--- src/rtl/alu_req_arbiter.sv ---
// -----------------------------------------------------------------------------
// alu_req_arbiter
//   Shares one multi-cycle ALU between NUM_REQ requesters. A round-robin pick
//   grants one requester, its operands are latched and issued to the ALU for a
//   single cycle, the arbiter waits the command-dependent ALU latency, captures
//   RES and flags, and holds them for the grantee until it accepts them.
//
// Ports
//   CLK, RST, CE            clock, synchronous active-high reset, clock enable
//   req_valid/req_ready     per-requester request / one-hot accept strobe
//   req_mode/ivld/cmd/cin   per-requester ALU control fields (packed by index)
//   req_opa/req_opb         per-requester operands (packed by index)
//   rsp_valid/rsp_ready     one-hot response valid / per-requester accept
//   rsp_res, rsp_flags      captured RES and {ERR,OFLOW,COUT,G,L,E,1'b0}
//   alu_*  (out)            drive the ALU INP_VALID/MODE/CMD/CIN/OPA/OPB pins
//   alu_res, alu_err..alu_e ALU result and flags
//   busy, gnt_id            not idle / index of current grantee
// -----------------------------------------------------------------------------
module alu_req_arbiter #(
    parameter int NUM_REQ = 4,
    parameter int WIDTH   = 8,
    parameter int CMD_W   = 4,
    parameter int LAT     = 1,
    parameter int LAT_MUL = 2
) (
    input  logic                       CLK,
    input  logic                       RST,
    input  logic                       CE,
    input  logic [NUM_REQ-1:0]         req_valid,
    output logic [NUM_REQ-1:0]         req_ready,
    input  logic [NUM_REQ-1:0]         req_mode,
    input  logic [2*NUM_REQ-1:0]       req_ivld,
    input  logic [CMD_W*NUM_REQ-1:0]   req_cmd,
    input  logic [NUM_REQ-1:0]         req_cin,
    input  logic [WIDTH*NUM_REQ-1:0]   req_opa,
    input  logic [WIDTH*NUM_REQ-1:0]   req_opb,
    output logic [NUM_REQ-1:0]         rsp_valid,
    input  logic [NUM_REQ-1:0]         rsp_ready,
    output logic [2*WIDTH-1:0]         rsp_res,
    output logic [6:0]                 rsp_flags,
    output logic [1:0]                 alu_ivld,
    output logic                       alu_mode,
    output logic [CMD_W-1:0]           alu_cmd,
    output logic                       alu_cin,
    output logic [WIDTH-1:0]           alu_opa,
    output logic [WIDTH-1:0]           alu_opb,
    input  logic [2*WIDTH-1:0]         alu_res,
    input  logic                       alu_err,
    input  logic                       alu_oflow,
    input  logic                       alu_cout,
    input  logic                       alu_g,
    input  logic                       alu_l,
    input  logic                       alu_e,
    output logic                       busy,
    output logic [$clog2(NUM_REQ)-1:0] gnt_id
);

    localparam int IDW     = $clog2(NUM_REQ);
    localparam int LAT_MAX = (LAT_MUL > LAT) ? LAT_MUL : LAT;
    localparam int CNT_W   = $clog2(LAT_MAX + 1);

    typedef enum logic [1:0] {
        S_IDLE,
        S_ISSUE,
        S_WAIT,
        S_RESP
    } state_e;

    state_e             state_q, state_d;
    logic [IDW-1:0]     rr_q, rr_d;
    logic [IDW-1:0]     gnt_q, gnt_d;
    logic [CNT_W-1:0]   cnt_q, cnt_d;
    // The alu_* registers double as the latched copy of the granted request.
    logic [1:0]         ivld_q, ivld_d;
    logic               mode_q, mode_d;
    logic [CMD_W-1:0]   cmd_q, cmd_d;
    logic               cin_q, cin_d;
    logic [WIDTH-1:0]   opa_q, opa_d;
    logic [WIDTH-1:0]   opb_q, opb_d;
    logic [2*WIDTH-1:0] res_q, res_d;
    logic [6:0]         flags_q, flags_d;

    logic               win_found;
    logic [IDW-1:0]     win_id;
    logic [IDW:0]       scan_idx;
    logic               is_mul;

    // Round-robin pick: first valid requester at or above rr_q, wrapping.
    always_comb begin
        win_found = 1'b0;
        win_id    = '0;
        scan_idx  = '0;
        for (int k = 0; k < NUM_REQ; k++) begin
            scan_idx = {1'b0, rr_q} + (IDW+1)'(k);
            if (scan_idx >= (IDW+1)'(NUM_REQ)) begin
                scan_idx = scan_idx - (IDW+1)'(NUM_REQ);
            end
            if (!win_found && req_valid[scan_idx[IDW-1:0]]) begin
                win_found = 1'b1;
                win_id    = scan_idx[IDW-1:0];
            end
        end
    end

    assign is_mul = mode_q && ((cmd_q == CMD_W'(9)) || (cmd_q == CMD_W'(10)));

    always_comb begin
        // NOTE: every next-state value defaults to its current value first, so
        // no path through the case can leave a variable unassigned (no latch).
        state_d = state_q;
        rr_d    = rr_q;
        gnt_d   = gnt_q;
        cnt_d   = cnt_q;
        ivld_d  = ivld_q;
        mode_d  = mode_q;
        cmd_d   = cmd_q;
        cin_d   = cin_q;
        opa_d   = opa_q;
        opb_d   = opb_q;
        res_d   = res_q;
        flags_d = flags_q;

        if (CE) begin
            unique case (state_q)
                S_IDLE: begin
                    if (win_found) begin
                        gnt_d   = win_id;
                        ivld_d  = req_ivld[2*win_id +: 2];
                        mode_d  = req_mode[win_id];
                        cmd_d   = req_cmd[CMD_W*win_id +: CMD_W];
                        cin_d   = req_cin[win_id];
                        opa_d   = req_opa[WIDTH*win_id +: WIDTH];
                        opb_d   = req_opb[WIDTH*win_id +: WIDTH];
                        state_d = S_ISSUE;
                    end
                end
                S_ISSUE: begin
                    // INP_VALID is a one-cycle pulse; the other pins keep the operands.
                    ivld_d  = 2'b00;
                    cnt_d   = is_mul ? CNT_W'(LAT_MUL) : CNT_W'(LAT);
                    state_d = S_WAIT;
                end
                S_WAIT: begin
                    if (cnt_q == CNT_W'(1)) begin
                        res_d   = alu_res;
                        flags_d = {alu_err, alu_oflow, alu_cout, alu_g, alu_l, alu_e, 1'b0};
                        state_d = S_RESP;
                    end else begin
                        cnt_d = cnt_q - CNT_W'(1);
                    end
                end
                S_RESP: begin
                    if (rsp_ready[gnt_q]) begin
                        rr_d    = (gnt_q == IDW'(NUM_REQ - 1)) ? '0 : gnt_q + IDW'(1);
                        state_d = S_IDLE;
                    end
                end
                default: state_d = S_IDLE;
            endcase
        end
    end

    always_ff @(posedge CLK) begin
        // NOTE: non-blocking assignments so every register samples the values
        // from before the edge, independent of statement order.
        if (RST) begin
            state_q <= S_IDLE;
            rr_q    <= '0;
            gnt_q   <= '0;
            cnt_q   <= '0;
            ivld_q  <= '0;
            mode_q  <= 1'b0;
            cmd_q   <= '0;
            cin_q   <= 1'b0;
            opa_q   <= '0;
            opb_q   <= '0;
            res_q   <= '0;
            flags_q <= '0;
        end else begin
            state_q <= state_d;
            rr_q    <= rr_d;
            gnt_q   <= gnt_d;
            cnt_q   <= cnt_d;
            ivld_q  <= ivld_d;
            mode_q  <= mode_d;
            cmd_q   <= cmd_d;
            cin_q   <= cin_d;
            opa_q   <= opa_d;
            opb_q   <= opb_d;
            res_q   <= res_d;
            flags_q <= flags_d;
        end
    end

    // Accept strobe is combinational; suppressed while frozen or in reset so
    // a requester never sees an accept that the registers do not take.
    always_comb begin
        req_ready = '0;
        if (!RST && CE && (state_q == S_IDLE) && win_found) begin
            req_ready[win_id] = 1'b1;
        end
    end

    always_comb begin
        rsp_valid = '0;
        if (state_q == S_RESP) begin
            rsp_valid[gnt_q] = 1'b1;
        end
    end

    assign rsp_res   = res_q;
    assign rsp_flags = flags_q;
    assign alu_ivld  = ivld_q;
    assign alu_mode  = mode_q;
    assign alu_cmd   = cmd_q;
    assign alu_cin   = cin_q;
    assign alu_opa   = opa_q;
    assign alu_opb   = opb_q;
    assign busy      = (state_q != S_IDLE);
    assign gnt_id    = gnt_q;

endmodule
--- config.mk ---
export PLATFORM = sky130hd
export DESIGN_NAME = alu_req_arbiter
export DESIGN_NICKNAME = d
export VERILOG_FILES = /design/src/rtl/alu_req_arbiter.sv
export SDC_FILE = /design/constraint.sdc
export NUM_CORES = 1
export LEC_CHECK = 0
export ABC_CLOCK_PERIOD_IN_PS = 4600
export BUFFER_PORTS_ARGS = -buffer_cell sky130_fd_sc_hd__buf_2
export CORE_ASPECT_RATIO = 1.1
export CORE_MARGIN = 3
export CORE_UTILIZATION = 47
export CTS_CLUSTER_SIZE = 8
export DETAILED_ROUTE_END_ITERATION = 8
export GPL_TIMING_DRIVEN = 0
export PLACE_DENSITY = 0.9
export SLEW_MARGIN = 5
export SYNTH_ARGS = -nofsm -noshare
export SYNTH_HDL_FRONTEND = slang
export SYNTH_SLANG_ARGS = --single-unit
export TNS_END_PERCENT = 10
--- constraint.sdc ---
create_clock -name CLK -period 4.6 [get_ports CLK]
set_clock_uncertainty 0.2 [all_clocks]
set_input_delay 0.23 -clock CLK [delete_from_list [all_inputs] [get_ports CLK]]
set_output_delay 0.23 -clock CLK [all_outputs]
set_load 0.05 [all_outputs]
==> summary.md <==
Biggest cell delay along the critical path: 570 ps. The areal power density over the cells is 294 nW/um^2. Sequential cells burn 38.3% of the power. For this run, the register share of the synthesized area comes to 35.3%. The flow ran to the end, and the final reports show no timing, DRC or antenna violations. After detailed routing, the average wire length per cell comes to 17.3 um. The internal power of the cells totals 905 uW. Walking the worst path, the cells encountered are buf_2 > o21ai_0 > nand3_1 > nand2_2 > buf_2 > a221oi_1 > a311oi_1 > dlygate4sd3_1. Die outline width: 82.9 um. Data on the critical path arrives at its endpoint at 2700 ps.

Worst hold-check path type: input pin to flip-flop. Cell at the slowest stage of the critical path: dlygate4sd3_1. The final critical delay including setup and external delays was 2700 ps; the filler cell count was 441. The register clock-pin slew on the reported worst setup and hold paths came out at 100 ps.

Of the total power, the share spent switching nets is 34.0%. The final max-slew violation count came out at 0. Counting flops and latches in the post-synthesis netlist gives 54.

In this run, the number of DRC markers left after iteration 0 of detailed routing was 257. The run gives 30 as the row count. In this run the tool buffered the top-level ports with 182 buffer cells.

Routability-driven placement finished with a final weighted congestion of 0.888. Setup repair after global routing left no endpoint under its margin. The number of remaining DRC errors was 0. For this design the top-level I/O count stands at 187.

For this design the total switching power over the nets is 467 uW. In this run the standard cell core region covers 6230 um^2. Prevailing post-synth register cell: dfxtp_1. After layout, the worst path uses 58.7% of the clock period.

The worst setup path is captured at a flip-flop. Unique cell type count in the Yosys netlist: 50. Combinational logic burns 33.3% of the power. The pin count of the biggest net entering global routing is 17.

By area the synthesized netlist is led by dfxtp_1 (35%), nand2_1 (7.2%), nand3_1 (7.2%). Setup total negative slack: 0 ps. The number of hold buffers added after CTS was 45. The logs give 12.1 mm for the total detailed-routing wirelength and 66.2% for the tightest slew margin relative to the limit. Summed over all nets, the half-perimeter wirelength after detailed placement is 8.18 mm. In this run, synthesis inferred 0 flip-flops with an integrated enable.

The share of synthesized area in the top cell type comes to 35.3%. The number of nets handed over by synthesis was 521. The final worst hold slack was 0.801 ps; the post-synthesis area per instance was 7.99 um^2.

For this run, the top clock speed supported by timing is 371 MHz. The clock latency on the worst-skew pair is 310 ps. The first global-routing pass estimated 18.8 mm of wire.

The logs give 4116 for the via count of the routed design and 0 for the number of violations of the max-capacitance limit. The count of final hold-check violations is 0, and the number of nets with antenna violations after routing is 0. The detailed-routing iteration count for the pre-antenna-repair pass was 7; the post-synthesis instance total was 383.

TritonCTS built the clock tree. The die extent in y is 90.6 um. In this run the clock root is driven by a clkbuf_8. Along the worst path, the maximum fanout reaches 10. After detailed routing, the number of vias per cell comes to 5.89.

Start-to-end type of the worst setup path: flip-flop to flip-flop. Buffers added to address setup during post-CTS repair amount to 0. Category of the worst setup path launch point: a flip-flop. For the pin with the worst max-slew slack, the measured transition is 507 ps. Number of warning messages in the yosys log: 0. For the post-cts gate resize count, the log shows 0. The count of buffering cells on the critical path with inverters included is 3.

Cell taking the most area after synthesis: dfxtp_1. The cell area after synthesis came out at 3060 um^2. Cell repeated most along the worst path: buf_2. The longest clock path from root to sink contains 2 buffers. The aggregate global-route resource usage was 30.1%; the clock network fraction of total power was 28.4%. Clock tree synthesis inserted a total of 5 buffers.

Grouping stages by cell kind, the critical path spends the most delay in buffers and inverters. Global routing finished with a remaining overflow of 0. The share of flip-flops with an asynchronous set or reset after synthesis was 0%; the via count of the first global-routing pass was 4061. The die covers 7510 um^2. VDD sags by at most 0.000195 V. The logs give 54 for the sink count of the clock tree and 2 for the total number of H-tree levels.

The number of antenna violations at the first check in global routing is 1. For this configuration, the core starts out at a cell density of 49.1%. For the number of nets at the end of the flow, the log shows 755.

Data on the critical path is required at its endpoint by 4600 ps. Share of cells above drive strength 1: 36.6%. The area added between synthesis and finish is 52.5%, and the static leakage is 0.00213 uW. The final-report setup violation count came out at 0.
[final cells by class]
class                   count  area [um^2]  share of cell area [%]
inverters                   9         33.8                   0.724
clock buffers               6         82.6                    1.77
clock inverters             2         60.1                    1.29
well taps                  80          100                    2.15
repair buffers            227         1360                    29.2
flip-flops and latches     54         1080                    23.2
multi-input cells         286         1750                    37.5
plain buffers              34          193                    4.13
diodes                      1         2.50                  0.0536
[worst min-delay path: stages]
cell	delay (ps)
buf_2	100
nand3_1	60
a311oi_1	80
[synthesized netlist by cell type, types with 2 or more instances]
cell / n
and2_1: 5
buf_2: 16
ha_1: 9
nand2_1: 59
a21oi_1: 34
nand3_1: 44
buf_4: 2
nor2b_1: 2
o31a_1: 2
o21a_1: 3
o21ai_0: 4
a21o_1: 2
o31ai_1: 2
clkbuf_1: 10
a311oi_1: 19
mux2i_1: 7
buf_6: 5
nor3_1: 7
nand2b_1: 3
nand3_2: 2
nor2_1: 26
o211ai_1: 8
dfxtp_1: 54
a31o_1: 2
o21bai_2: 2
inv_1: 8
and4_1: 2
a221oi_1: 21
or3_1: 2
[state kept, by name (all words and copies together), names as in the netlist]
register,count
alu_mode,1
rsp_flags,6
rsp_res,16
alu_opb,8
state_q,2
rr_q,2
cnt_q,2
alu_cin,1
gnt_id,2
alu_opa,8
alu_cmd,4
alu_ivld,2
[final timing paths]
kind | cells after the start | start | endpoint | slack [ps]
worst max-delay path | 8 | rr_q[1] | alu_cmd[3] | 1900
worst min-delay path | 3 | req_opb[21] | alu_opb[5] | 0.8
worst max register to register | 8 | rr_q[1] | alu_cmd[3] | 1900
worst min register to register | 2 | rsp_res[2] | rsp_res[2] | 260
[through the flow]
stage | power (uW) | std cells | setup slack [ps] | utilization (%) | cell area, um^2
floorplan | 808 | 383 | 1940 | - | 3060
global placement | 934 | 645 | 2420 | 65.3 | 4070
detailed placement | 943 | 645 | 2390 | 65.3 | 4070
CTS | 1360 | 698 | 1980 | 74.8 | 4660
global route | 1420 | 699 | 1760 | 74.9 | 4670
finish | 1370 | 699 | 1900 | 74.9 | 4670
[metal layers]
metal / global-route usage (%) / routed length, um / share of wire, % / vias up
met5: 0 / 0 / 0 / -
met4: 14.2 / 427 / 3.5 / 0
met3: 7.03 / 1120 / 9.3 / 42
met2: 55.7 / 6260 / 52 / 300
li1: - / - / - / 1876
met1: 31.8 / 4290 / 35 / 1898
[power by group through the flow]
stage | sequential (uW) | combinational (uW) | clock (uW)
after floorplan | 633 | 175 | 0
after global placement | 534 | 400 | 0
after detailed placement | 535 | 408 | 0
after CTS | 525 | 444 | 394
after global routing | 530 | 483 | 410
final | 526 | 458 | 389
[cells by family (layout without fill, tap and decap cells)]
family | Yosys count | count (layout) | share of synthesized area, %
xor gates and xnor gates | 1 | 1 | 0.286
adders and majority gates | 9 | 9 | 3.68
muxes | 8 | 8 | 3.03
other | 1 | 2 | 0.123
DFF | 54 | 54 | 35.3
AOI/OAI and AO/OA | 109 | 109 | 26.1
and+or+nand+nor | 158 | 158 | 24.0
buffers and inverters | 43 | 278 | 7.40
[cell usage in the layout (no fill, tap or decap), drive strengths merged, types with 2 or more instances in the layout]
| cell | Yosys | routed |
|---|---|---|
| buf | 24 | 206 |
| nand2 | 60 | 60 |
| dfxtp | 54 | 54 |
| nand3 | 46 | 46 |
| dlygate4sd3 | 0 | 45 |
| a21oi | 34 | 34 |
| nor2 | 26 | 26 |
| a221oi | 21 | 21 |
| a311oi | 19 | 19 |
| clkbuf | 10 | 16 |
| ha | 9 | 9 |
| inv | 9 | 9 |
| o211ai | 8 | 8 |
| nor3 | 7 | 7 |
| mux2i | 7 | 7 |
| and2 | 5 | 5 |
| o21ai | 5 | 5 |
| nand2b | 3 | 3 |
| o21a | 3 | 3 |
| nor2b | 2 | 2 |
| a21o | 2 | 2 |
| and4 | 2 | 2 |
| o31a | 2 | 2 |
| or3 | 2 | 2 |
| o21bai | 2 | 2 |
| a31o | 2 | 2 |
| o31ai | 2 | 2 |
| bufinv | 0 | 2 |
| and3 | 2 | 2 |
Note: power is estimated with default switching activity, not from simulation.
